## config.mk

```make
export PLATFORM = sky130hd
export DESIGN_NAME = io_input_responder_flat
export DESIGN_NICKNAME = d
export VERILOG_FILES = /design/src/rtl/io_input_responder_if.sv /design/src/rtl/io_input_responder.sv /design/src/flat_wrapper.sv
export SDC_FILE = /design/constraint.sdc
export NUM_CORES = 1
export LEC_CHECK = 0
export ABC_AREA = 1
export CAP_MARGIN = 20
export CORE_UTILIZATION = 50
export CTS_CLUSTER_SIZE = 40
export DETAILED_ROUTE_END_ITERATION = 7
export PLACE_DENSITY = 0.76
export SYNTH_ARGS = -nofsm -noshare
export SYNTH_HDL_FRONTEND = slang
export SYNTH_SLANG_ARGS = --single-unit
```

## constraint.sdc

```tcl
create_clock -name clk -period 3.95 [get_ports clk]
set_input_delay 0.79 -clock clk [delete_from_list [all_inputs] [get_ports clk]]
set_output_delay 0.79 -clock clk [all_outputs]
set_load 0.03 [all_outputs]
```

## src/rtl/io_input_responder_if.sv

```systemverilog
// io_input_responder_if
// Handshake between the core's ecall input stall logic and the input responder.
//   req_valid  : core -> responder, level, high while the core waits for input
//   req_kind   : core -> responder, 0 = read integer, 1 = read test case
//   resp_valid : responder -> core, one-cycle pulse qualifying resp_data
//   resp_data  : responder -> core, captured value, zero-extended to 32 bits
//   busy       : responder -> core, high whenever a request is in progress
//   wait_kind  : responder -> core, req_kind latched when the request was accepted
`timescale 1ns/1ps
interface io_input_responder_if;
    logic        req_valid;
    logic        req_kind;
    logic        resp_valid;
    logic [31:0] resp_data;
    logic        busy;
    logic        wait_kind;

    modport master (
        output req_valid,
        output req_kind,
        input  resp_valid,
        input  resp_data,
        input  busy,
        input  wait_kind
    );

    modport slave (
        input  req_valid,
        input  req_kind,
        output resp_valid,
        output resp_data,
        output busy,
        output wait_kind
    );
endinterface

```

## src/rtl/io_input_responder.sv

```systemverilog
// io_input_responder
// Answers the core's input ecalls. It lights the wait LED and waits for the
// confirm button to be released and then pressed cleanly. On that press it
// returns the registered switch value (kind 0) or the test-case selector
// (kind 1) with a one-cycle valid pulse.
// Ports:
//   clk            : CPU clock
//   reset          : asynchronous, active-low reset
//   bus            : request/response handshake (slave side)
//   confirm_button : raw asynchronous pushbutton, active high
//   switch_in      : raw switch bank
//   test_number    : raw test-case selector switches
//   wait_led       : high while waiting for the operator's release/press
`timescale 1ns/1ps
module io_input_responder #(
    parameter int DEBOUNCE_CYCLES = 230000,
    parameter int DATA_W          = 16,
    parameter int CASE_W          = 3
) (
    input  logic                  clk,
    input  logic                  reset,
    io_input_responder_if.slave   bus,
    input  logic                  confirm_button,
    input  logic [DATA_W-1:0]     switch_in,
    input  logic [CASE_W-1:0]     test_number,
    output logic                  wait_led
);

    localparam int CNT_W = (DEBOUNCE_CYCLES > 1) ? $clog2(DEBOUNCE_CYCLES) : 1;
    localparam logic [CNT_W-1:0] CNT_LAST = CNT_W'(DEBOUNCE_CYCLES - 1);

    typedef enum logic [2:0] {
        IDLE,
        WAIT_RELEASE,
        WAIT_PRESS,
        RESPOND,
        WAIT_DROP
    } state_t;

    state_t            state;
    state_t            state_next;

    logic              btn_meta;
    logic              btn_sync;
    logic [CNT_W-1:0]  deb_cnt;
    logic              btn_level;
    logic              btn_level_q;
    logic              press_evt;

    logic [DATA_W-1:0] switch_reg;
    logic [CASE_W-1:0] case_reg;

    logic              accept;
    logic              capture;
    logic [31:0]       resp_data_r;
    logic              wait_kind_r;

    // The level only moves once the synchronized button has disagreed with it
    // for DEBOUNCE_CYCLES consecutive cycles. Any agreement restarts the count,
    // so the counter can never run past CNT_LAST.
    always_ff @(posedge clk or negedge reset) begin
        if (!reset) begin
            btn_meta    <= 1'b0;
            btn_sync    <= 1'b0;
            deb_cnt     <= '0;
            btn_level   <= 1'b0;
            btn_level_q <= 1'b0;
        end else begin
            btn_meta    <= confirm_button;
            btn_sync    <= btn_meta;
            btn_level_q <= btn_level;
            if (btn_sync == btn_level) begin
                deb_cnt <= '0;
            end else if (deb_cnt == CNT_LAST) begin
                btn_level <= btn_sync;
                deb_cnt   <= '0;
            end else begin
                deb_cnt <= deb_cnt + CNT_W'(1);
            end
        end
    end

    assign press_evt = btn_level & ~btn_level_q;

    // The capture uses these registered copies. A switch change on the press
    // cycle therefore returns the value seen one edge earlier.
    always_ff @(posedge clk or negedge reset) begin
        if (!reset) begin
            switch_reg <= '0;
            case_reg   <= '0;
        end else begin
            switch_reg <= switch_in;
            case_reg   <= test_number;
        end
    end

    always_ff @(posedge clk or negedge reset) begin
        if (!reset) begin
            state <= IDLE;
        end else begin
            state <= state_next;
        end
    end

    // A request is only completed by a press that starts after a release seen
    // in WAIT_RELEASE. A button held across requests cannot answer the new one.
    // A dropped request aborts while waiting and takes priority over a press.
    always_comb begin
        state_next = state;
        accept     = 1'b0;
        capture    = 1'b0;
        case (state)
            IDLE: begin
                if (bus.req_valid) begin
                    accept     = 1'b1;
                    state_next = WAIT_RELEASE;
                end
            end
            WAIT_RELEASE: begin
                if (!bus.req_valid) begin
                    state_next = IDLE;
                end else if (!btn_level) begin
                    state_next = WAIT_PRESS;
                end
            end
            WAIT_PRESS: begin
                if (!bus.req_valid) begin
                    state_next = IDLE;
                end else if (press_evt) begin
                    capture    = 1'b1;
                    state_next = RESPOND;
                end
            end
            RESPOND: begin
                state_next = WAIT_DROP;
            end
            WAIT_DROP: begin
                if (!bus.req_valid) begin
                    state_next = IDLE;
                end
            end
            default: begin
                state_next = IDLE;
            end
        endcase
    end

    always_ff @(posedge clk or negedge reset) begin
        if (!reset) begin
            resp_data_r <= '0;
            wait_kind_r <= 1'b0;
        end else begin
            if (accept) begin
                wait_kind_r <= bus.req_kind;
            end
            if (capture) begin
                resp_data_r <= wait_kind_r ? 32'(case_reg) : 32'(switch_reg);
            end
        end
    end

    assign bus.resp_valid = (state == RESPOND);
    assign bus.resp_data  = resp_data_r;
    assign bus.busy       = (state != IDLE);
    assign bus.wait_kind  = wait_kind_r;
    assign wait_led       = (state == WAIT_RELEASE) || (state == WAIT_PRESS);

endmodule

```

## src/flat_wrapper.sv

```systemverilog
// flat-port wrapper written by rule: the top's interface ports become plain ports
module io_input_responder_flat 
#(
    parameter int DEBOUNCE_CYCLES = 230000,
    parameter int DATA_W          = 16,
    parameter int CASE_W          = 3
)
  (clk, reset, confirm_button, switch_in, test_number, wait_led, bus_req_valid, bus_req_kind, bus_resp_valid, bus_resp_data, bus_busy, bus_wait_kind);
  io_input_responder_if bus_i ();
  input  logic clk;
  input  logic reset;
  input  logic confirm_button;
  input  logic [DATA_W-1:0] switch_in;
  input  logic [CASE_W-1:0] test_number;
  output logic wait_led;
  input wire logic [$bits(bus_i.req_valid)-1:0] bus_req_valid;
  input wire logic [$bits(bus_i.req_kind)-1:0] bus_req_kind;
  output wire logic [$bits(bus_i.resp_valid)-1:0] bus_resp_valid;
  output wire logic [$bits(bus_i.resp_data)-1:0] bus_resp_data;
  output wire logic [$bits(bus_i.busy)-1:0] bus_busy;
  output wire logic [$bits(bus_i.wait_kind)-1:0] bus_wait_kind;
  assign bus_i.req_valid = bus_req_valid;
  assign bus_i.req_kind = bus_req_kind;
  assign bus_resp_valid = bus_i.resp_valid;
  assign bus_resp_data = bus_i.resp_data;
  assign bus_busy = bus_i.busy;
  assign bus_wait_kind = bus_i.wait_kind;
  io_input_responder #(.DEBOUNCE_CYCLES(DEBOUNCE_CYCLES), .DATA_W(DATA_W), .CASE_W(CASE_W)) u_core (.clk(clk), .reset(reset), .bus(bus_i), .confirm_button(confirm_button), .switch_in(switch_in), .test_number(test_number), .wait_led(wait_led));
endmodule
```

**Word level (Yosys, flattened, before mapping)**

Index checks and enable logic that the tools add are counted.

- Register bits: 77
- Input bits: 24
- Output and inout port bits: 36
- Logic and storage cells: 44

- Add/sub/neg operators: 1
- Equal/unequal tests: 10
- Multiplexer cells: 15
- Bitwise gates (word level): 3
- Reductions and logical operators: 5

Operators by type and width:

| cell | number |
|---|---|
| $mux W18 | 2 |
| $add A18 B1 Y18 const B | 1 |
| $eq A18 B18 Y1 const B | 1 |
| $mux W3 | 6 |
| $mux W16 | 1 |
| $pmux W3 S5 | 1 |
| $eq A3 B2 Y1 const B | 2 |
| $mux W1 | 5 |
| $ne A2 B2 Y1 const B | 2 |
| $reduce_and A4 Y1 | 1 |
| $eq A3 B1 Y1 const B | 1 |
| $eq A3 B3 Y1 const B | 1 |
| $logic_not A3 Y1 | 1 |
| $ne A3 B2 Y1 const B | 1 |
| $ne A3 B3 Y1 const B | 1 |
| $reduce_bool A3 Y1 | 1 |
| $not A1 Y1 | 2 |
| $reduce_and A2 Y1 | 1 |
| $and A1 B1 Y1 | 1 |
| $eq A1 B1 Y1 | 1 |
| $logic_or A1 B1 Y1 | 1 |

**Logic depth before layout (Yosys ltp)**

Gate-level depths: netlist of run 1.

- Depth in word-level cells: 5
- Gate-level depth with buffers: 8
- Gate-level depth less buffers: 8

**Worst setup path before layout of run 1**

No wires, ideal clock.

- Path type: reg-to-output
- Start: register u_core.state[2]
- End: output wait_led
- Data arrival time: 1.273 ns
- Data required time: 3.160 ns
- Setup slack: 1.887 ns
- Stages on the path, launching flop included: 4
- Path buffers: 0
- Cells stage by stage: dfrtp_1 inv_2 nand2_1 o21ai_0

- Cells in the longest elaborated chain, start to end: 2
- Elaborated cells on any way between the ends: 3
- Those cells by class: eq/ne: 2; reduce/logical: 1

RTL lines:

| item | RTL line | text |
|---|---|---|
| start, declared | io_input_responder.sv:40 | `state_t state;` |
| start signal, assigned | io_input_responder.sv:101 | `state <= state_next;` |
| $eq A3 B1 Y1 or $eq A3 B2 Y1 (tied branches) | io_input_responder.sv:166 | `assign wait_led = (state == WAIT_RELEASE) \|\| (state == WAIT_PRESS);` |
| $logic_or A1 B1 Y1 * | io_input_responder.sv:166 |  |
| end, declared | flat_wrapper.sv:15 | `output logic wait_led;` |

Every way passes the cells marked *; elsewhere a longest branch is shown, timed or not.

**Worst setup path in the final report of run 1**

Ends and elaborated chain as after synthesis.

==> metrics.md, run 1 <==
| Metric | Value |
|---|---|
| Post_cts resized | `0` |
| RSZ-0062 raised after global routing | `false` |
| Fin crit share | `0.665` |
| Fmax | `approximately 0.38 GHz` |
| Syn. warnings | `0` |
| Max stage delay on crit path | `0.72 ns` |
| Net count, final | `359` |
| Count of final max-slew check failures | `0` |
| Largest net degree at the start of global routing | `40` |
| Post-route ant nets | `0` |
| Post-synthesis xor/xnor area fraction | `0.0254` |
| Outcome | `complete, no violations` |
| WL/cell | `12.3 um` |
| Post-synthesis instance total | `284` |
| Sequential share of the synthesized area | `0.563` |
| Via count | `between 1,500 and 2,000` |
| Worst Tran Pin Value | `0.860 ns` |
| Post-route setup TNS | `0 ns` |
| DRC errors left | `0` |
| Cell variety after synth | `35` |
| Area added between synthesis and finish | `22.7%` |
| Reg2Reg Depth | `5` |
| Reg2reg end | `u_core.bus.resp_data[0]` |
| Worst hold-check path type | `reg2reg` |
| Drt first-iter violations | `83` |
| Max Root-Sink Buffers | `2` |
| Overall routing resource usage | `0.206` |
| Worst-path clk slew | `roughly 0.06 ns` |
| Leak | `1.45 nW` |
| Hold buffer count at CTS | `0` |
| Crit path time final | `between 2 and 3 ns` |
| Compound-Gate Fraction of Synth Area | `0.0720` |
| R2R Setup Slk | `2.42 ns` |
| Clock sink count | `61` |
| Max reg flops | `18` |
| Die area | `5720 um^2` |
| Area share of fa/ha/maj cells after synthesis | `0.00462` |
| Die Span X | `75.6 um` |
| I/O pin total | `60` |
| VDD IR max | `0.400 mV` |
| DR pass1 iterations | `4` |
| H-tree levels | `3` |
| CTS Root Cell | `clkbuf_8` |
| First-pass GRT wire length | `8.42 mm` |
| HPWL Detailed | `3.64 mm` |
| Critical Path AT | `approximately 1.8 ns` |
| Input/output buffers | `43` |
| Mapped cell area | `2710 um^2` |
| Crit. Startpoint | `u_core.state[2]` |
| Largest family of logic cells by synthesized area | `simple AND/OR/NAND/NOR gates` |
| Post-Synth Simple-Gate Area | `0.243` |
| Global route overflow | `0` |
| Initial Util | `0.524` |
| Worst setup EP type | `output pin` |
| CP max FO | `5` |
| DR vias/cell | `slightly below 5` |
| Initial antenna violation count | `0` |
| Multi-input logic area | `996 um^2` |
| Crit Path Category | `reg2out` |
| Final setup fails | `0` |
| Worst-skew pair later-pin latency | `0.33 ns` |
| Synth Register Bits | `about 60` |
| Final instance area | `3330 um^2` |
| Pwr/cell area | `451 nW/um^2` |
| Hold path startpoint | `u_core.btn_meta` |
| Die height | `75.6 um` |
| Register area | `1530 um^2` |
| Depth of the worst hold-timing path | `0` |
| Final clock skew | `0.00936 ns` |
| Req. time, crit path | `3.16 ns` |
| Crit start category | `flip-flop` |
| Row cnt | `26` |
| Fin. Hold Viols | `0` |
| Max_slew headroom | `0.427` |
| Critical-path top delay cell | `clkdlybuf4s50_1` |
| Vias in the first global route | `1,898` |
| Critical register-to-register path startpoint | `u_core.state[0]` |
| Share of layout cells above drive strength 1 | `0.139` |
| Setup bufs post-CTS | `0` |
| Hold Path End | `u_core.btn_sync` |
| CP Cell Sequence | `inv_2 > nand2_1 > o21ai_0 > clkdlybuf4s50_1` |
| Diode count | `0` |
| Final Wtd Congestion | `0.859` |
| Mux contribution to synthesized area | `0` |
| Avg Cell Area, Syn | `~9.5 um^2` |
| Max-cap violations | `0` |
| CORE AREA | `5170 um^2` |
| CTS tree | `built` |
| Fillers | `425` |
| CTS buffer count | `9` |
| DP Area | `3130 um^2` |
| DRT Wirelength | `5.03 mm` |
==> per-stage QoR <==
stage / setup slack [ns] / cells / util / hold WS (ns) / total power [W]
final: 1.32 / 409 / 0.643 / 0.355 / 0.00150
after floorplan: 1.89 / 299 / - / 0.331 / 0.000884
after detailed placement: 1.59 / 393 / 0.606 / 0.342 / 0.000980
after CTS: 1.29 / 409 / 0.643 / 0.356 / 0.00152
after global placement: 1.67 / 393 / 0.606 / 0.333 / 0.000975
after global routing: 1.22 / 409 / 0.643 / 0.359 / 0.00158
==> final cells by class <==
cell class              instances  share of cell area
multi-input cells             194               0.299
inverters                      24              0.0271
repair buffers                 44               0.130
clock inverters                 4              0.0143
well taps                      70              0.0263
flip-flops and latches         61               0.459
clock buffers                  12              0.0436
==> cells in the final DEF (no fill, tap or decap), drive strengths merged, types with 3 or more instances in the layout <==
cell type      Yosys  layout
clkinv             1       3
o21ai             17      17
inv               23      23
clkbuf             1      12
dfrtp             61      61
clkdlybuf4s50      0      42
nor3               6       6
conb               1      16
a21oi              7       7
nand4              4       4
nand3             13      13
nand2             63      63
o31ai              4       4
xor2               6       6
nor2              52      52
==> per-layer routing <==
layer  track usage  part of all wire  vias to the layer above
met1         0.250              0.44                      927
li1              -                 -                      972
met2         0.333              0.49                       60
met4        0.0700            0.0091                        0
met5             0                 0                        -
met3        0.0886             0.057                        5
==> power by group <==
group / switching (W) / internal [W] / total (W) / leakage (nW)
clock network: 0.000228 / 0.000307 / 0.000534 / 0.0964
logic: 0.000188 / 0.0000990 / 0.000287 / 0.562
registers: 0.0000234 / 0.000655 / 0.000678 / 0.796
total: 0.000439 / 0.00106 / 0.00150 / 1.45
==> how the worst max path moves through the flow <==
stage | depth (start not counted) | end | slack (ns)
3_5_place_dp | 5 | u_core.bus.resp_data[0] | 1.59
6_report | 4 | wait_led | 1.32
3_3_place_gp | 4 | wait_led | 1.67
2_1_floorplan | 3 | wait_led | 1.89
5_1_grt | 4 | wait_led | 1.22
4_1_cts | 4 | wait_led | 1.29
==> worst max-delay path: cells and delay by family, from the launching register on <==
| kind | cells | cell delay, ns |
|---|---|---|
| flip-flops | 1 | 0.41 |
| buffers and inverters | 2 | 0.84 |
| AO/OA/AOI/OAI | 1 | 0.21 |
| AND/OR/NAND/NOR | 1 | 0.05 |
==> cell usage after synthesis (all sizes together) <==
cell | count | area share
xnor2 | 1 | 0.0032
a31o | 1 | 0.0032
nor3b | 2 | 0.0074
xor2 | 6 | 0.022
clkbuf | 1 | 0.0014
buf | 19 | 0.055
nand3 | 13 | 0.032
o21ai | 17 | 0.038
a21oi | 7 | 0.014
nand4 | 4 | 0.0092
o31ai | 4 | 0.013
inv | 23 | 0.032
dfrtp | 61 | 0.56
clkinv | 1 | 0.0014
nand2 | 63 | 0.095
o32ai | 1 | 0.0032
nor2 | 52 | 0.085
nor3 | 6 | 0.015
conb | 1 | 0.0014
ha | 1 | 0.0046
==> cells by family after synthesis <==
kind of cell    count (synthesis)
simple gates                  140
flops                          61
buf+inv                        44
compound gates                 30
xor+xnor                        7
fa+ha+maj                       1
other cells                     1
No activity file was read; power rests on OpenSTA's default activity.
==> run 2: changes to the inputs <==
Settings changed: CORE_UTILIZATION 50 to 45, PLACE_DENSITY 0.76 to 0.72.
Clock period 3.95 ns to 2.1 ns, I/O delays scaled along.
==> run 2 against run 1 <==
Effect of this change:
- worst hold slack got worse by 0.27 ns
- sequential power is 89% higher
- routed wire length fell by 4.4%
- critical path depth is 1 lower
- global-route usage shrank 3.6 points
- combinational power increased by 90%
- clock skew decreased by 0.0022 ns
- largest cell class unchanged
==> metrics.md, run 2 (same netlist as run 1, synthesis figures left out) <==
| Metric | Value |
|---|---|
| Worst-skew pair later-pin latency | `0.33 ns (about the same)` |
| CTS tree | `built` |
| Fmax | `0.508 GHz` |
| Post-route setup TNS | `0 ns (unchanged)` |
| Hold buffer count at CTS | `0 (unchanged)` |
| Clock power share | `0.332 (-0.024)` |
| Crit path time final | `1.97 ns` |
| Commonest non-fill, non-tap cells in the layout | `61 x dfrtp_1, 57 x nand2_1, 44 x nor2_1` |
| Pwr/cell area | `816 nW/um^2 (+81%)` |
| Die Span X | `79.6 um (+5.3%)` |
| Fin. Hold Viols | `0 (unchanged)` |
| Critical-path top delay cell | `clkdlybuf4s50_1` |
| Crit. Startpoint | `u_core.state[2]` |
| Vias in the first global route | `1,801 (-5.1%)` |
| Most common cell after layout, fill and taps aside | `dfrtp_1` |
| Via count | `1,946 (-0.92%)` |
| Internal | `0.00187 W (+77%)` |
| Critical register-to-register path startpoint | `u_core.deb_cnt[0]` |
| Max-cap violations | `0 (unchanged)` |
| Count of final max-slew check failures | `0 (unchanged)` |
| First-pass GRT wire length | `8.07 mm (-4.2%)` |
| H-tree levels | `3 (unchanged)` |
| CP max FO | `5 (unchanged)` |
| Area added between synthesis and finish | `23.4%` |
| Worst Tran Pin Value | `0.517 ns (-0.343 ns)` |
| Sequential power share | `0.468 (+0.016)` |
| RSZ-0062 raised after global routing | `false` |
| Crit Path Category | `reg2out` |
| Input/output buffers | `43 (unchanged)` |
| Overall routing resource usage | `0.171 (-0.0357)` |
| Fin crit share | `0.938` |
| Initial Util | `0.480 (-0.0436)` |
| CTS buffer count | `9 (unchanged)` |
| DR vias/cell | `4.72 (-1.6%)` |
| Worst setup EP type | `output pin` |
| Net count, final | `361 (+0.56%)` |
| I/O pin total | `60 (unchanged)` |
| Drt first-iter violations | `96 (+16%)` |
| Final Wtd Congestion | `0.877 (+2.1%)` |
| Die area | `6340 um^2 (+11%)` |
| Worst hold-check path type | `in2async` |
| Final setup fails | `0 (unchanged)` |
| Max stage delay on crit path | `0.66 ns (-0.06 ns)` |
| Max_slew headroom | `0.653 (+0.227)` |
| Clock sink count | `61 (unchanged)` |
| Initial antenna violation count | `0 (unchanged)` |
| CTS Root Cell | `clkbuf_8` |
| Post-route ant nets | `0 (unchanged)` |
| CP Cell Sequence | `inv_2 > nand2_1 > clkdlybuf4s50_1` |
| DR pass1 iterations | `4 (unchanged)` |
| Largest net degree at the start of global routing | `62 (+55%)` |
| VDD IR max | `0.845 mV (+110%)` |
| Share of layout cells above drive strength 1 | `0.150 (+0.0114)` |
| Diode count | `0 (unchanged)` |
| DRC errors left | `0 (unchanged)` |
| Switching share of power | `0.314 (+0.0215)` |
| Max reg flops | `18 (unchanged)` |
| Req. time, crit path | `1.68 ns (-1.48 ns)` |
| Outcome | `complete, no violations` |
| Global route overflow | `0 (unchanged)` |
| Logic pwr share | `0.200 (+0.009)` |
| HPWL Detailed | `3.33 mm (-8.4%)` |
| Worst-path clk slew | `0.07 ns (about the same)` |
| Dpl cells | `397 (+1.0%)` |
| Leak | `1.47 nW (+0.90%)` |
| Max Root-Sink Buffers | `2 (unchanged)` |
| Die height | `79.6 um (+5.3%)` |
| Row cnt | `27 (+3.8%)` |
| Crit start category | `flip-flop` |
| CORE AREA | `5640 um^2 (+9.1%)` |
| Final clock skew | `0.00711 ns (-0.00225 ns)` |
| WL/cell | `11.7 um (-5.1%)` |
| Critical Path AT | `1.55 ns (-0.29 ns)` |
| Finished Layout Cells | `412 (+0.73%)` |
| Net switching power | `0.000858 W (+95%)` |
| DRT Wirelength | `4.81 mm (-4.4%)` |
## run 2: power by group through the flow
| stage | Sequential, W | Clock (W) | Combinational (W) |
|---|---|---|---|
| 6_report | 0.00128 | 0.000906 | 0.000546 |
| 5_1_grt | 0.00128 | 0.000985 | 0.000594 |
| 4_1_cts | 0.00128 | 0.000939 | 0.000551 |
| 3_5_place_dp | 0.00130 | 0 | 0.000563 |
| 3_3_place_gp | 0.00130 | 0 | 0.000554 |
| 2_1_floorplan | 0.00131 | 0 | 0.000354 |
## run 2: critical path: cells and delay by family, from the launching register on
kind | cells | cell delay, ns
and+or+nand+nor | 1 | 0.07
DFF | 1 | 0.40
buffers and inverters | 2 | 0.75
## run 2: metrics by stage
step / worst slack [ns] / instance area, um^2 / utilization / hold WS, ns / power, W
2_1_floorplan: 0.407 / 2770 / - / 0.124 / 0.00166
3_3_place_gp: 0.201 / 3180 / 0.563 / 0.336 / 0.00185
3_5_place_dp: 0.187 / 3180 / 0.563 / 0.342 / 0.00186
4_1_cts: 0.0965 / 3350 / 0.593 / 0.0956 / 0.00277
5_1_grt: 0.0631 / 3340 / 0.593 / 0.112 / 0.00286
6_report: 0.130 / 3340 / 0.593 / 0.0857 / 0.00273
## run 2: path summary, 6_finish.rpt
check / to / slack [ns] / depth (start not counted)
min in group clk: u_core.btn_sync / 0.36 / 0
worst min register to register: u_core.btn_sync / 0.36 / 0
worst max-delay path: bus_busy / 0.13 / 3
max in group asynchronous: u_core.deb_cnt[8] / 1.74 / 2
worst max register to register: u_core.deb_cnt[6] / 0.63 / 6
worst min-delay path: u_core.switch_reg[1] / 0.09 / 2
## run 2: per-layer routing
metal | track usage | vias up | share of wire
met2 | 0.266 | 48 | 0.46
met3 | 0.0446 | 9 | 0.041
met4 | 0.109 | 0 | 0.023
li1 | - | 976 | -
met5 | 0 | - | 0
met1 | 0.210 | 913 | 0.48
## run 2: area by class of cell
| type | count | area, um^2 |
|---|---|---|
| Multi-Input combinational cell | 194 | 996 |
| Clock buffer | 10 | 138 |
| Fill cell | 484 | 2300 |
| Clock inverter | 5 | 37.5 |
| Sequential cell | 61 | 1530 |
| Timing Repair Buffer | 46 | 467 |
| Inverter | 24 | 90.1 |
| Tap cell | 72 | 90.1 |
## run 2: timing repair
item / in CTS / in global routing
setup endpoints to repair: 2 / 1
buffers inserted: 0 / 0
resized for setup: 2 / 3
==> run 3: changes to the inputs <==
Clock period 2.1 ns to 1.7 ns, I/O delays scaled along.
==> run 3 against run 2 <==
Effect of this change:
- register-to-register slack got worse by 0.40 ns
- sequential cell count unchanged
- critical path depth is 1 higher
- via count increased by 4.4%
- clock power increased by 47%
- global-route usage increased by 1.2 points
- routed wire length up 6.3%
- die area stayed put
- final area up 2.2%
- largest cell class unchanged
==> metrics.md, run 3 (same netlist as run 1, synthesis figures left out) <==
| Metric | Value |
|---|---|
| DRT Wirelength | `5.11 mm (+6.3%)` |
| Diode count | `0 (unchanged)` |
| Crit. Startpoint | `u_core.state[2]` |
| DP Area | `3190 um^2 (+0.32%)` |
| I/O pin total | `60 (unchanged)` |
| Count of final max-slew check failures | `0 (unchanged)` |
| VDD IR max | `1.22 mV (+44%)` |
| Hold buffer count at CTS | `0 (unchanged)` |
| Max stage delay on crit path | `0.44 ns (-0.22 ns)` |
| H-tree levels | `3 (unchanged)` |
| Commonest non-fill, non-tap cells in the layout | `61 x dfrtp_1, 57 x nand2_1, 43 x nor2_1` |
| Outcome | `complete, no violations` |
| Leak | `1.60 nW (+9.1%)` |
| Final Wtd Congestion | `0.886 (+1.1%)` |
| Share of layout cells above drive strength 1 | `0.184 (+0.0339)` |
| Worst hold-check path type | `in2async` |
| Net count, final | `368 (+1.9%)` |
| Post-route ant nets | `0 (unchanged)` |
| Worst-skew pair later-pin latency | `0.33 ns (about the same)` |
| Die Span X | `79.6 um (unchanged)` |
| Input/output buffers | `43 (unchanged)` |
| Max reg flops | `18 (unchanged)` |
| Final clock skew | `0.00806 ns (+0.000959 ns)` |
| CP Cell Sequence | `inv_2 > nand2_1 > o21ai_2 > buf_4` |
| CP max FO | `5 (unchanged)` |
| Clock sink count | `61 (unchanged)` |
| CTS Root Cell | `clkbuf_8` |
| Worst-path clk slew | `0.07 ns (about the same)` |
| Pwr/cell area | `1080 nW/um^2 (+32%)` |
| Fmax | `around 0.61 GHz` |
| Drt first-iter violations | `138 (+44%)` |
| Setup ws final | `0.0614 ns (-0.0682 ns)` |
| Final setup fails | `0 (unchanged)` |
| Reg2reg end | `u_core.deb_cnt[9]` |
| CTS buffer count | `9 (unchanged)` |
| CP endpoint | `wait_led` |
| Critical-path top delay cell | `dfrtp_1` |
| Worst setup EP type | `output pin` |
| HPWL Detailed | `3.51 mm (+5.3%)` |
| WL/cell | `12.2 um (+4.3%)` |
| Max-cap violations | `0 (unchanged)` |
| Initial Util | `0.480 (unchanged)` |
| Area added between synthesis and finish | `26.2%` |
| Total power | `0.00369 W (+35%)` |
| Reg2Reg Depth | `6 (unchanged)` |
| Req. time, crit path | `1.36 ns (-0.32 ns)` |
| Vias in the first global route | `1,898 (+5.4%)` |
| Fin crit share | `0.964` |
| Post-route setup TNS | `0 ns (unchanged)` |
| Die area | `6340 um^2 (unchanged)` |
| Via count | `2,032 (+4.4%)` |
| Most common cell after layout, fill and taps aside | `dfrtp_1` |
| Global route overflow | `0 (unchanged)` |
| Crit Path Category | `reg2out` |
| Crit path time final | `1.64 ns` |
| Overall routing resource usage | `0.182 (+0.0117)` |
| Die height | `79.6 um (unchanged)` |
| Crit start category | `flip-flop` |
| Largest net degree at the start of global routing | `62 (unchanged)` |
| Critical Path AT | `1.30 ns (-0.25 ns)` |
| CORE AREA | `5640 um^2 (unchanged)` |
| Fin. Hold Viols | `0 (unchanged)` |
| First-pass GRT wire length | `8.66 mm (+7.4%)` |
| Max Root-Sink Buffers | `2 (unchanged)` |
| Row cnt | `27 (unchanged)` |
| CTS tree | `built` |
| DR pass1 iterations | `4 (unchanged)` |
| Post-layout util | `0.606 (+0.0133)` |
| Fillers | `480 (-0.83%)` |
| DRC errors left | `0 (unchanged)` |
| Final instance area | `3420 um^2 (+2.2%)` |
| Initial antenna violation count | `0 (unchanged)` |
| R2R Setup Slk | `0.23 ns (-0.40 ns)` |
| Critical register-to-register path startpoint | `u_core.deb_cnt[0]` |
| Dpl ws | `0.0573 ns (-0.129 ns)` |
| DR vias/cell | `4.84 (+2.4%)` |
-- run 3: cell count changes in the layout (fill, tap and decap cells not counted), sizes merged --
cell,before,now
bufinv,0,1
clkbuf,11,14
clkinvlp,2,1
clkdlybuf4s50,40,22
clkinv,4,2
dlygate4sd2,1,17
buf,4,13
-- run 3: worst min-delay path by stage --
| stage | start | cells after the start | end | slack, ns |
|---|---|---|---|---|
| floorplan | reset | 0 | u_core.btn_level | 0.04 |
| global placement | u_core.btn_meta | 0 | u_core.btn_sync | 0.33 |
| detailed placement | u_core.btn_meta | 0 | u_core.btn_sync | 0.34 |
| CTS | reset | 2 | u_core.switch_reg[1] | 0.008 |
| global route | reset | 2 | u_core.state[2] | 0.02 |
| finish | reset | 2 | u_core.bus.wait_kind | 0.003 |
-- run 3: through the flow --
stage               hold slack, ns  instances
finish                     0.00284        420
global route                0.0174        420
CTS                        0.00820        415
detailed placement           0.338        399
global placement             0.335        399
floorplan                   0.0444        299
-- run 3: routing by layer --
metal  track usage  wire (um)  vias up
li1              -          -      989
met1         0.229       2330      969
met2         0.285       2460       67
met3        0.0606        259        7
met4        0.0782         67        0
met5             0          0        -
-- run 3: cell type report --
class	instances	area (um^2)	share of cell area
clock buffers	13	169	0.0494
repair buffers	53	494	0.145
multi-input cells	194	1010	0.295
clock inverters	3	42.5	0.0124
inverters	24	90.1	0.0263
flip-flops and latches	61	1530	0.446
well taps	72	90.1	0.0263
-- run 3: report_power, final --
part           leakage (nW)  total (W)  switching [W]  internal, W
Sequential            0.796    0.00158      0.0000544      0.00152
Clock                 0.106    0.00133       0.000532     0.000795
Combinational         0.699   0.000788       0.000492     0.000297
Total                  1.60    0.00369        0.00108      0.00261
-- run 3: timing repair --
item / in CTS / in global routing
endpoints found under the hold margin: 0 / 0
gates resized for setup: 19 / 6
setup buffers: 0 / 5
endpoints found under the setup margin: 19 / 3
-- run 3: critical path: cells and delay by family, from the launching register on --
family / cells / cell delay (ns)
buf+inv: 2 / 0.32
simple gates: 1 / 0.07
compound gates: 1 / 0.14
flops: 1 / 0.44
